**src/rtl/triplet_loss_sequencer.sv**
```systemverilog
// triplet_loss_sequencer: triplet margin loss engine, accumulates ap/an squared distances and shares one sqrt unit
// Ports: clk, rst (async active-high); start, margin (Q8.8, captured on start);
//   elem_valid/elem_ready with anchor/positive/negative (signed Q8.8) element stream;
//   sqrt_req/sqrt_radicand (Q.32) and sqrt_ack/sqrt_root (Q.16) to the shared root unit;
//   busy, loss_valid pulse, loss_out (Q.8).
// Define TRIPLET_LOSS_SUM_REDUCTION_EN to report the Q.8 batch sum instead of the batch mean.
module triplet_loss_sequencer #(
    parameter int DATA_W = 16,
    parameter int DIM = 8,
    parameter int BATCH = 4,
    parameter int ACC_W = 40,
    parameter int LOSS_W = ACC_W/2+$clog2(BATCH)+2
) (
    input  logic                clk,
    input  logic                rst,
    input  logic                start,
    input  logic [DATA_W-1:0]   margin,
    input  logic                elem_valid,
    output logic                elem_ready,
    input  logic [DATA_W-1:0]   anchor,
    input  logic [DATA_W-1:0]   positive,
    input  logic [DATA_W-1:0]   negative,
    output logic                sqrt_req,
    output logic [ACC_W-1:0]    sqrt_radicand,
    input  logic                sqrt_ack,
    input  logic [ACC_W/2-1:0]  sqrt_root,
    output logic                busy,
    output logic                loss_valid,
    output logic [LOSS_W-1:0]   loss_out
);
    localparam int SQ_W = 2*DATA_W+2;
    localparam int SUM_W = (ACC_W > SQ_W+16 ? ACC_W : SQ_W+16) + 1;
    localparam int R_W = ACC_W/2;
    localparam int T_W = R_W+2;
    localparam int CNT_W = DIM > 1 ? $clog2(DIM) : 1;
    localparam int SMP_W = BATCH > 1 ? $clog2(BATCH) : 1;
`ifdef TRIPLET_LOSS_SUM_REDUCTION_EN
    localparam int SH = 8;
`else
    localparam int SH = 8+$clog2(BATCH);
`endif
    typedef enum logic [2:0] {IDLE, STREAM, SQRT_AP, SQRT_AN, COMBINE, OUTPUT} state_t;
    state_t state;
    logic [DATA_W-1:0] margin_q;
    logic [ACC_W-1:0] acc_ap, acc_an, nxt_ap, nxt_an;
    logic [R_W-1:0] r_ap, r_an;
    logic [CNT_W-1:0] elem_cnt;
    logic [SMP_W-1:0] samp_cnt;
    logic [LOSS_W-1:0] batch_sum, sum_nxt;
    logic signed [SQ_W-1:0] dap, dan;
    logic [T_W-1:0] t;

    // Q8.8 squares are Q.16; the <<16 aligns them to the Q.32 radicand format before the saturating add
    function automatic logic [ACC_W-1:0] sat_add(input logic [ACC_W-1:0] acc, input logic [SQ_W-1:0] sq);
        logic [SUM_W-1:0] s;
        s = SUM_W'(acc) + (SUM_W'(sq) << 16);
        return s > SUM_W'({ACC_W{1'b1}}) ? {ACC_W{1'b1}} : s[ACC_W-1:0];
    endfunction

    assign dap = SQ_W'($signed(anchor)) - SQ_W'($signed(positive));
    assign dan = SQ_W'($signed(anchor)) - SQ_W'($signed(negative));
    assign nxt_ap = sat_add(acc_ap, dap * dap);
    assign nxt_an = sat_add(acc_an, dan * dan);
    assign t = T_W'(r_ap) - T_W'(r_an) + T_W'({margin_q, 8'h00});
    assign sum_nxt = batch_sum + (t[T_W-1] ? '0 : LOSS_W'(t));
    assign elem_ready = state == STREAM;
    assign sqrt_req = state == SQRT_AP || state == SQRT_AN;

    always_ff @(posedge clk or posedge rst) begin
        if (rst) begin
            state <= IDLE;
            margin_q <= '0;
            acc_ap <= '0;
            acc_an <= '0;
            r_ap <= '0;
            r_an <= '0;
            elem_cnt <= '0;
            samp_cnt <= '0;
            batch_sum <= '0;
            sqrt_radicand <= '0;
            busy <= 1'b0;
            loss_valid <= 1'b0;
            loss_out <= '0;
        end else begin
            case (state)
                IDLE: if (start) begin
                    state <= STREAM;
                    margin_q <= margin;
                    acc_ap <= '0;
                    acc_an <= '0;
                    elem_cnt <= '0;
                    samp_cnt <= '0;
                    batch_sum <= '0;
                    busy <= 1'b1;
                end
                STREAM: if (elem_valid) begin
                    acc_ap <= nxt_ap;
                    acc_an <= nxt_an;
                    elem_cnt <= elem_cnt + CNT_W'(1);
                    if (elem_cnt == CNT_W'(DIM-1)) begin
                        state <= SQRT_AP;
                        sqrt_radicand <= nxt_ap;
                    end
                end
                SQRT_AP: if (sqrt_ack) begin
                    r_ap <= sqrt_root;
                    sqrt_radicand <= acc_an;
                    state <= SQRT_AN;
                end
                SQRT_AN: if (sqrt_ack) begin
                    r_an <= sqrt_root;
                    state <= COMBINE;
                end
                COMBINE: begin
                    batch_sum <= sum_nxt;
                    acc_ap <= '0;
                    acc_an <= '0;
                    elem_cnt <= '0;
                    samp_cnt <= samp_cnt + SMP_W'(1);
                    state <= samp_cnt == SMP_W'(BATCH-1) ? OUTPUT : STREAM;
                    if (samp_cnt == SMP_W'(BATCH-1)) begin
                        loss_valid <= 1'b1;
                        loss_out <= sum_nxt >> SH;
                    end
                end
                OUTPUT: begin
                    loss_valid <= 1'b0;
                    busy <= 1'b0;
                    state <= IDLE;
                end
                default: state <= IDLE;
            endcase
        end
    end
endmodule
```
**config.mk**
```make
export PLATFORM = sky130hd
export DESIGN_NAME = triplet_loss_sequencer
export DESIGN_NICKNAME = d
export VERILOG_FILES = /design/src/rtl/triplet_loss_sequencer.sv
export SDC_FILE = /design/constraint.sdc
export NUM_CORES = 2
export LEC_CHECK = 0
export ABC_AREA = 1
export CORE_UTILIZATION = 40
export CTS_BUF_LIST = sky130_fd_sc_hd__clkbuf_8
export DETAILED_ROUTE_END_ITERATION = 7
export PLACE_DENSITY = 0.6
export SLEW_MARGIN = 20
export SYNTH_ARGS = -nofsm -noshare
export SYNTH_HDL_FRONTEND = slang
export SYNTH_SLANG_ARGS = --single-unit
```
**constraint.sdc**
```tcl
create_clock -name clk -period 20.1 [get_ports clk]
set_clock_uncertainty 0.05 [all_clocks]
set_input_delay 4.02 -clock clk [delete_from_list [all_inputs] [get_ports clk]]
set_output_delay 4.02 -clock clk [all_outputs]
set_load 0.01 [all_outputs]
```
-- Word level (Yosys, flattened, before mapping)
Index checks and enable logic that the tools add are counted.
- output and inout port bits: 68
- input port bits: 89
- logic and storage cells: 86
- flip-flop bits (word level): 222
- multiplexer cells: 30
- magnitude comparators: 2
- multipliers: 2
- add/sub/neg operators: 9
- equality and inequality tests: 13
- reductions and logical operators: 17
- operators by type and width (cell ; number):
    2-to-1 mux 40 bit ; 8
    case mux 40 bit (3 select lines) ; 2
    adder 40 x 50 -> 51 bit ; 2
    greater-than comparator 51 x 40 -> 1 bit (second input constant) ; 2
    case mux 40 bit (2 select lines) ; 1
    multiplier 17 x 17 -> 34 bit ; 2
    case mux 24 bit (2 select lines) ; 1
    subtractor 16 x 16 -> 17 bit ; 2
    adder 24 x 21 -> 24 bit ; 1
    2-to-1 mux 24 bit ; 1
    2-to-1 mux 3 bit ; 8
    adder 22 bit ; 1
    2-to-1 mux 21 bit ; 1
    subtractor 20 x 20 -> 21 bit ; 1
    case mux 3 bit (5 select lines) ; 1
    AND reduction 2 bit ; 7
    != test 2 bit (second input constant) ; 5
    equality test 3 bit (second input constant) ; 3
    case mux 3 bit (3 select lines) ; 1
    nonzero test 2 bit ; 4
    equality test 3 x 2 -> 1 bit (second input constant) ; 2
    AND reduction 5 bit ; 1
    case mux 1 bit (2 select lines) ; 2
    case mux 2 bit (2 select lines) ; 1
    12 further kinds ; 13

-- Depth between registers and ports, before layout
- word-level depth: 8
- gate-level depth with buffers: 60
- mapped depth without buffers: 58

-- Worst setup path after synthesis
No wires, ideal clock.
- path type: input port to flip-flop
- start point: input port anchor[0]
- end point: register acc_ap[1]
- setup time: 120 ps
- cell stages on the path: 52
- buffers on the path: 2
- data arrival time: 12616 ps
- path slack: 7314 ps
- required time: 19930 ps
- cells stage by stage: inv_1 ha_1 fa_1 inv_1 a31oi_1 o21ai_0 a21oi_1 o21bai_1 nand2_1 nand2_1 a21oi_1 o21ai_0 nand2_1 nand2_1 inv_1 buf_2 nor2_1 inv_1 (+16 left out) xor2_1 ha_1 nand2_1 nor4_1 nand3_1 nand3_1 nand3_1 nand2_2 nand2_2 nor2_1 nand3b_1 nand2_1 nand2_1 nor2_4 buf_2 nand3_1 o211ai_1 inv_1
- cells in the longest elaborated chain, start to end: 7
- RTL lines (what ; line ; text):
    from (decl) ; 20 ; input logic [DATA_W-1:0] anchor,
    subtractor 16 x 16 -> 17 bit ; 60 ; assign dap = SQ_W'($signed(anchor)) - SQ_W'($signed(positive));
    multiplier 17 x 17 -> 34 bit ; 62 ; assign nxt_ap = sat_add(acc_ap, dap * dap);
    adder 40 x 50 -> 51 bit ; 56 ; s = SUM_W'(acc) + (SUM_W'(sq) << 16);
    greater-than comparator 51 x 40 -> 1 bit ; 57 ; return s > SUM_W'({ACC_W{1'b1}}) ? {ACC_W{1'b1}} : s[ACC_W-1:0];
    2-to-1 mux 40 bit ; 57 ;
    2-to-1 mux 40 bit ; 96 ; STREAM: if (elem_valid) begin
    case mux 40 bit (3 select lines) ; 85 ; case (state)
    to (signal assigned) ; 97 ; acc_ap <= nxt_ap;
    to (decl) ; 45 ; logic [ACC_W-1:0] acc_ap, acc_an, nxt_ap, nxt_an;
No other way between the ends. The select of a mux whose other input is x is not followed.
A chain may end at the register's enable or synchronous reset.

-- Worst setup path after layout
- start point: input port anchor[0]
- end point: register acc_an[25]
- cells in the longest elaborated chain, start to end: 7
- RTL lines (what ; line ; text):
    subtractor 16 x 16 -> 17 bit * ; 61 ; assign dan = SQ_W'($signed(anchor)) - SQ_W'($signed(negative));
    multiplier 17 x 17 -> 34 bit * ; 63 ; assign nxt_an = sat_add(acc_an, dan * dan);
    adder 40 x 50 -> 51 bit * ; 56 ;
    greater-than comparator 51 x 40 -> 1 bit ; 57 ;
    2-to-1 mux 40 bit * ; 57 ;
    2-to-1 mux 40 bit * ; 96 ;
    case mux 40 bit (3 select lines) * ; 85 ;
    to (signal assigned) ; 98 ; acc_an <= nxt_an;
    to (decl) ; 45 ;
Every way passes the cells marked *; elsewhere a longest branch is shown, timed or not. The select of a mux whose other input is x is not followed.

==> results.py <==
metrics = {
    "status": {
        "status": "complete, no violations",
    },
    "sta": {
        "max_slew.worst_pin.slew_ps": 993,
        "timing.final.crit_period_ps": 15200,
        "min_period_over_period": 0.756,
        "hold_ws_ps": 429,
        "rsz0062_at_grt": "false",
        "final-max-slew-violation-count": 0,
        "slew-limit-headroom": 0.336,
        "finalHoldViolations": 0,
        "setup-tns-final_ps": 0,
        "setup-violations-final": 0,
        "fmax_mhz": 65.8,
    },
    "global_route": {
        "globalRouteTotalUtil": 0.203,
        "maximum_number_of_pins_on_one_net_before_global_route_repair": 82,
        "global_route_wire_length_before_repair_um": 149000,
        "grt_antenna_before_repair": 0,
        "vias_in_the_first_global_route": 30139,
        "globalRoute.totalOverflow": 0,
    },
    "die": {
        "floorplan.die.height_um": 301,
        "design.portCount": 157,
        "start_util": 0.404,
        "floorplan.die.width_um": 301,
        "floorplan.core_area_um2": 88400,
        "fp.dieArea_um2": 90400,
        "placement_rows": 109,
    },
    "final_layout": {
        "drive_gt1_frac": 0.0298,
        "area_growth_pct": 9.71,
        "antennaDiodeCount": 0,
        "leading_cell_type_in_the_layout_fill_and_taps_excluded": "sky130_fd_sc_hd__nand2_1",
        "final_cell_mix": "sky130_fd_sc_hd__nand2_1, sky130_fd_sc_hd__inv_1, sky130_fd_sc_hd__fa_1, sky130_fd_sc_hd__nor2_1, sky130_fd_sc_hd__ha_1",
        "final-instance-count-excl-fill": 5971,
        "fin_nets": 5723,
    },
    "route": {
        "finalWirelength_um": 87700,
        "num_vias": 28815,
        "post_drt_via_cell_ratio": 4.83,
        "number_of_nets_with_antenna_violations_after_routing": 0,
        "drtIter0Drc": 1575,
        "drt-wirelength-per-cell_um": 14.7,
        "firstDrtPassIters": 5,
        "drcViolationCount": 0,
    },
    "worst_setup_path": {
        "worstSetupStartpointType": "primary input",
        "crit_required_ps": 20470,
        "endpoint_kind": "register",
        "crit_type": "primary input to register",
        "worst_path_dominant_cell_family": "adder cells",
        "data_arrival_time_of_the_worst_path_ps": 15570,
        "critical_path.max_stage_delay_ps": 550,
        "slowest_stage": "sky130_fd_sc_hd__o21ai_0",
        "critPathBufInv": 6,
        "cp_common_cell": "sky130_fd_sc_hd__nand2_1",
        "crit_fanout": 13,
    },
    "clock_network": {
        "clock_latency_ps": 550,
        "cts_tree": "yes",
        "cts-root-buf": "sky130_fd_sc_hd__clkbuf_8",
        "clock_slew_at_the_register_clock_pins_of_the_worst_setup_and_hold_paths_ps": 60,
        "cts_h_tree_depth": 2,
        "cts_sinks": 207,
        "cts_hold_buffers": 0,
        "cts-root-to-sink-buffers": 3,
        "cts_post_setup_buffers_inserted": 0,
        "cts_repair_resizes": 0,
        "cts_made_buffers": 37,
    },
    "yosys": {
        "yosysUniqueCellTypes": 51,
        "synth-edff-count": 0,
        "synth_seq_cells": 207,
        "dominant_synthesized_flop_cell": "sky130_fd_sc_hd__dfrtp_1",
        "seq_area_frac_synth": 0.145,
        "post_synth_instance_area_um2": 35700,
        "synth_area_per_cell_um2": 7.65,
        "ys.warnings.count": 0,
        "synth_cells": 4664,
        "synthArstFlopShare": 1.00,
    },
    "job": {
        "max_cap_violations": 0,
    },
    "place": {
        "port_buffer_count": 144,
        "place_congestion": 0.926,
        "place.detailed.instances": 5906,
        "hpwl_um": 73100,
    },
    "worst_hold_path": {
        "kind_of_path_behind_the_tightest_hold_check": "register to register",
    },
}
[synthesized netlist by cell type, types with 3 or more instances]
library cell / count / area, um2
sky130_fd_sc_hd__buf_1: 7 / 26.3
sky130_fd_sc_hd__o2111ai_1: 3 / 26.3
sky130_fd_sc_hd__or2_2: 23 / 144
sky130_fd_sc_hd__o21ai_0: 163 / 816
sky130_fd_sc_hd__o31ai_1: 5 / 37.5
sky130_fd_sc_hd__nor2_2: 11 / 68.8
sky130_fd_sc_hd__nand4_1: 50 / 313
sky130_fd_sc_hd__a31oi_1: 8 / 50.1
sky130_fd_sc_hd__a21o_1: 12 / 90.1
sky130_fd_sc_hd__a21boi_0: 6 / 45.0
sky130_fd_sc_hd__nor3b_1: 4 / 30.0
sky130_fd_sc_hd__dfrtp_1: 207 / 5180
sky130_fd_sc_hd__o21bai_1: 17 / 128
sky130_fd_sc_hd__o211ai_1: 17 / 128
sky130_fd_sc_hd__nand2_2: 8 / 50.1
sky130_fd_sc_hd__inv_1: 1055 / 3960
sky130_fd_sc_hd__a22o_1: 5 / 43.8
sky130_fd_sc_hd__xor2_1: 89 / 780
sky130_fd_sc_hd__o221ai_1: 5 / 43.8
sky130_fd_sc_hd__nor2_1: 447 / 1680
sky130_fd_sc_hd__a21oi_1: 213 / 1070
sky130_fd_sc_hd__clkinv_1: 8 / 30.0
sky130_fd_sc_hd__nand3b_1: 13 / 97.6
sky130_fd_sc_hd__nor4_1: 8 / 50.1
sky130_fd_sc_hd__buf_4: 10 / 75.1
sky130_fd_sc_hd__o21ai_1: 16 / 80.1
sky130_fd_sc_hd__fa_1: 546 / 10900
sky130_fd_sc_hd__nand2_1: 1084 / 4070
sky130_fd_sc_hd__nand3_1: 124 / 621
sky130_fd_sc_hd__xnor2_1: 59 / 517
sky130_fd_sc_hd__a211oi_1: 3 / 22.5
sky130_fd_sc_hd__nor3_1: 18 / 90.1
sky130_fd_sc_hd__buf_2: 16 / 80.1
sky130_fd_sc_hd__ha_1: 307 / 3840
sky130_fd_sc_hd__a32o_1: 5 / 50.1
sky130_fd_sc_hd__inv_2: 7 / 26.3
sky130_fd_sc_hd__clkbuf_1: 68 / 255
[metal layers]
metal / GRT usage / part of all wire
met5: 0 / 0
met4: 0.0454 / 0.022
met3: 0.0211 / 0.047
met2: 0.341 / 0.46
met1: 0.281 / 0.47
[flip-flops by register name (all words and copies together), names as in the netlist]
signal	count
acc_an	25
acc_ap	40
batch_sum	24
busy	1
elem_cnt	3
loss_out	14
loss_valid	1
margin_q	14
r_an	20
r_ap	20
samp_cnt	2
sqrt_radicand	40
state	3
[worst paths after layout]
| path | startpoint | to | slack (ps) | cells past startpoint |
|---|---|---|---|---|
| max | anchor[0] | acc_an[25] | 4900 | 46 |
| min | sqrt_radicand[25] | sqrt_radicand[25] | 430 | 2 |
| max reg2reg | r_ap[6] | loss_out[3] | 13420 | 38 |
| min reg2reg | sqrt_radicand[25] | sqrt_radicand[25] | 430 | 2 |
| max in group asynchronous | rst | sqrt_radicand[30] | 14280 | 4 |
| min in group asynchronous | rst | r_ap[5] | 3910 | 2 |
[kinds of logic after synthesis]
family                   synth area share
AO/OA/AOI/OAI                      0.0752
XOR/XNOR                           0.0363
adder cells (fa/ha/maj)             0.414
buffers and inverters               0.126
flip-flops                          0.145
other                            0.000105
AND/OR/NAND/NOR                     0.204
[final cells by class]
cell class / instances / area (um2)
inverter: 1070 / 4020
clock inverter: 19 / 114
tap: 1165 / 1460
timing repair buffer: 173 / 1670
multi-input combinational: 3292 / 26100
clock buffer: 45 / 619
sequential: 207 / 5180
fill: 9064 / 49200
[worst reg2reg max path, delay by kind of cell, from the launching register on]
kind | cells | cell delay [ps]
AOI/OAI and AO/OA | 11 | 2610
xor gates and xnor gates | 3 | 520
adders and majority gates | 3 | 1020
buffers and inverters | 2 | 320
DFF | 1 | 380
and+or+nand+nor | 19 | 1670
[metrics by stage]
step | utilization | worst slack [ps] | area [um2]
3_5_place_dp | 0.434 | 3910 | 38400
5_1_grt | 0.443 | 4070 | 39100
4_1_cts | 0.443 | 4490 | 39100
2_1_floorplan | - | 7310 | 35700
3_3_place_gp | 0.434 | 4030 | 38400
6_report | 0.443 | 4900 | 39100
Power is not shown: default switching activity piles up to over one toggle a cycle in this logic, so the estimate is an artifact.
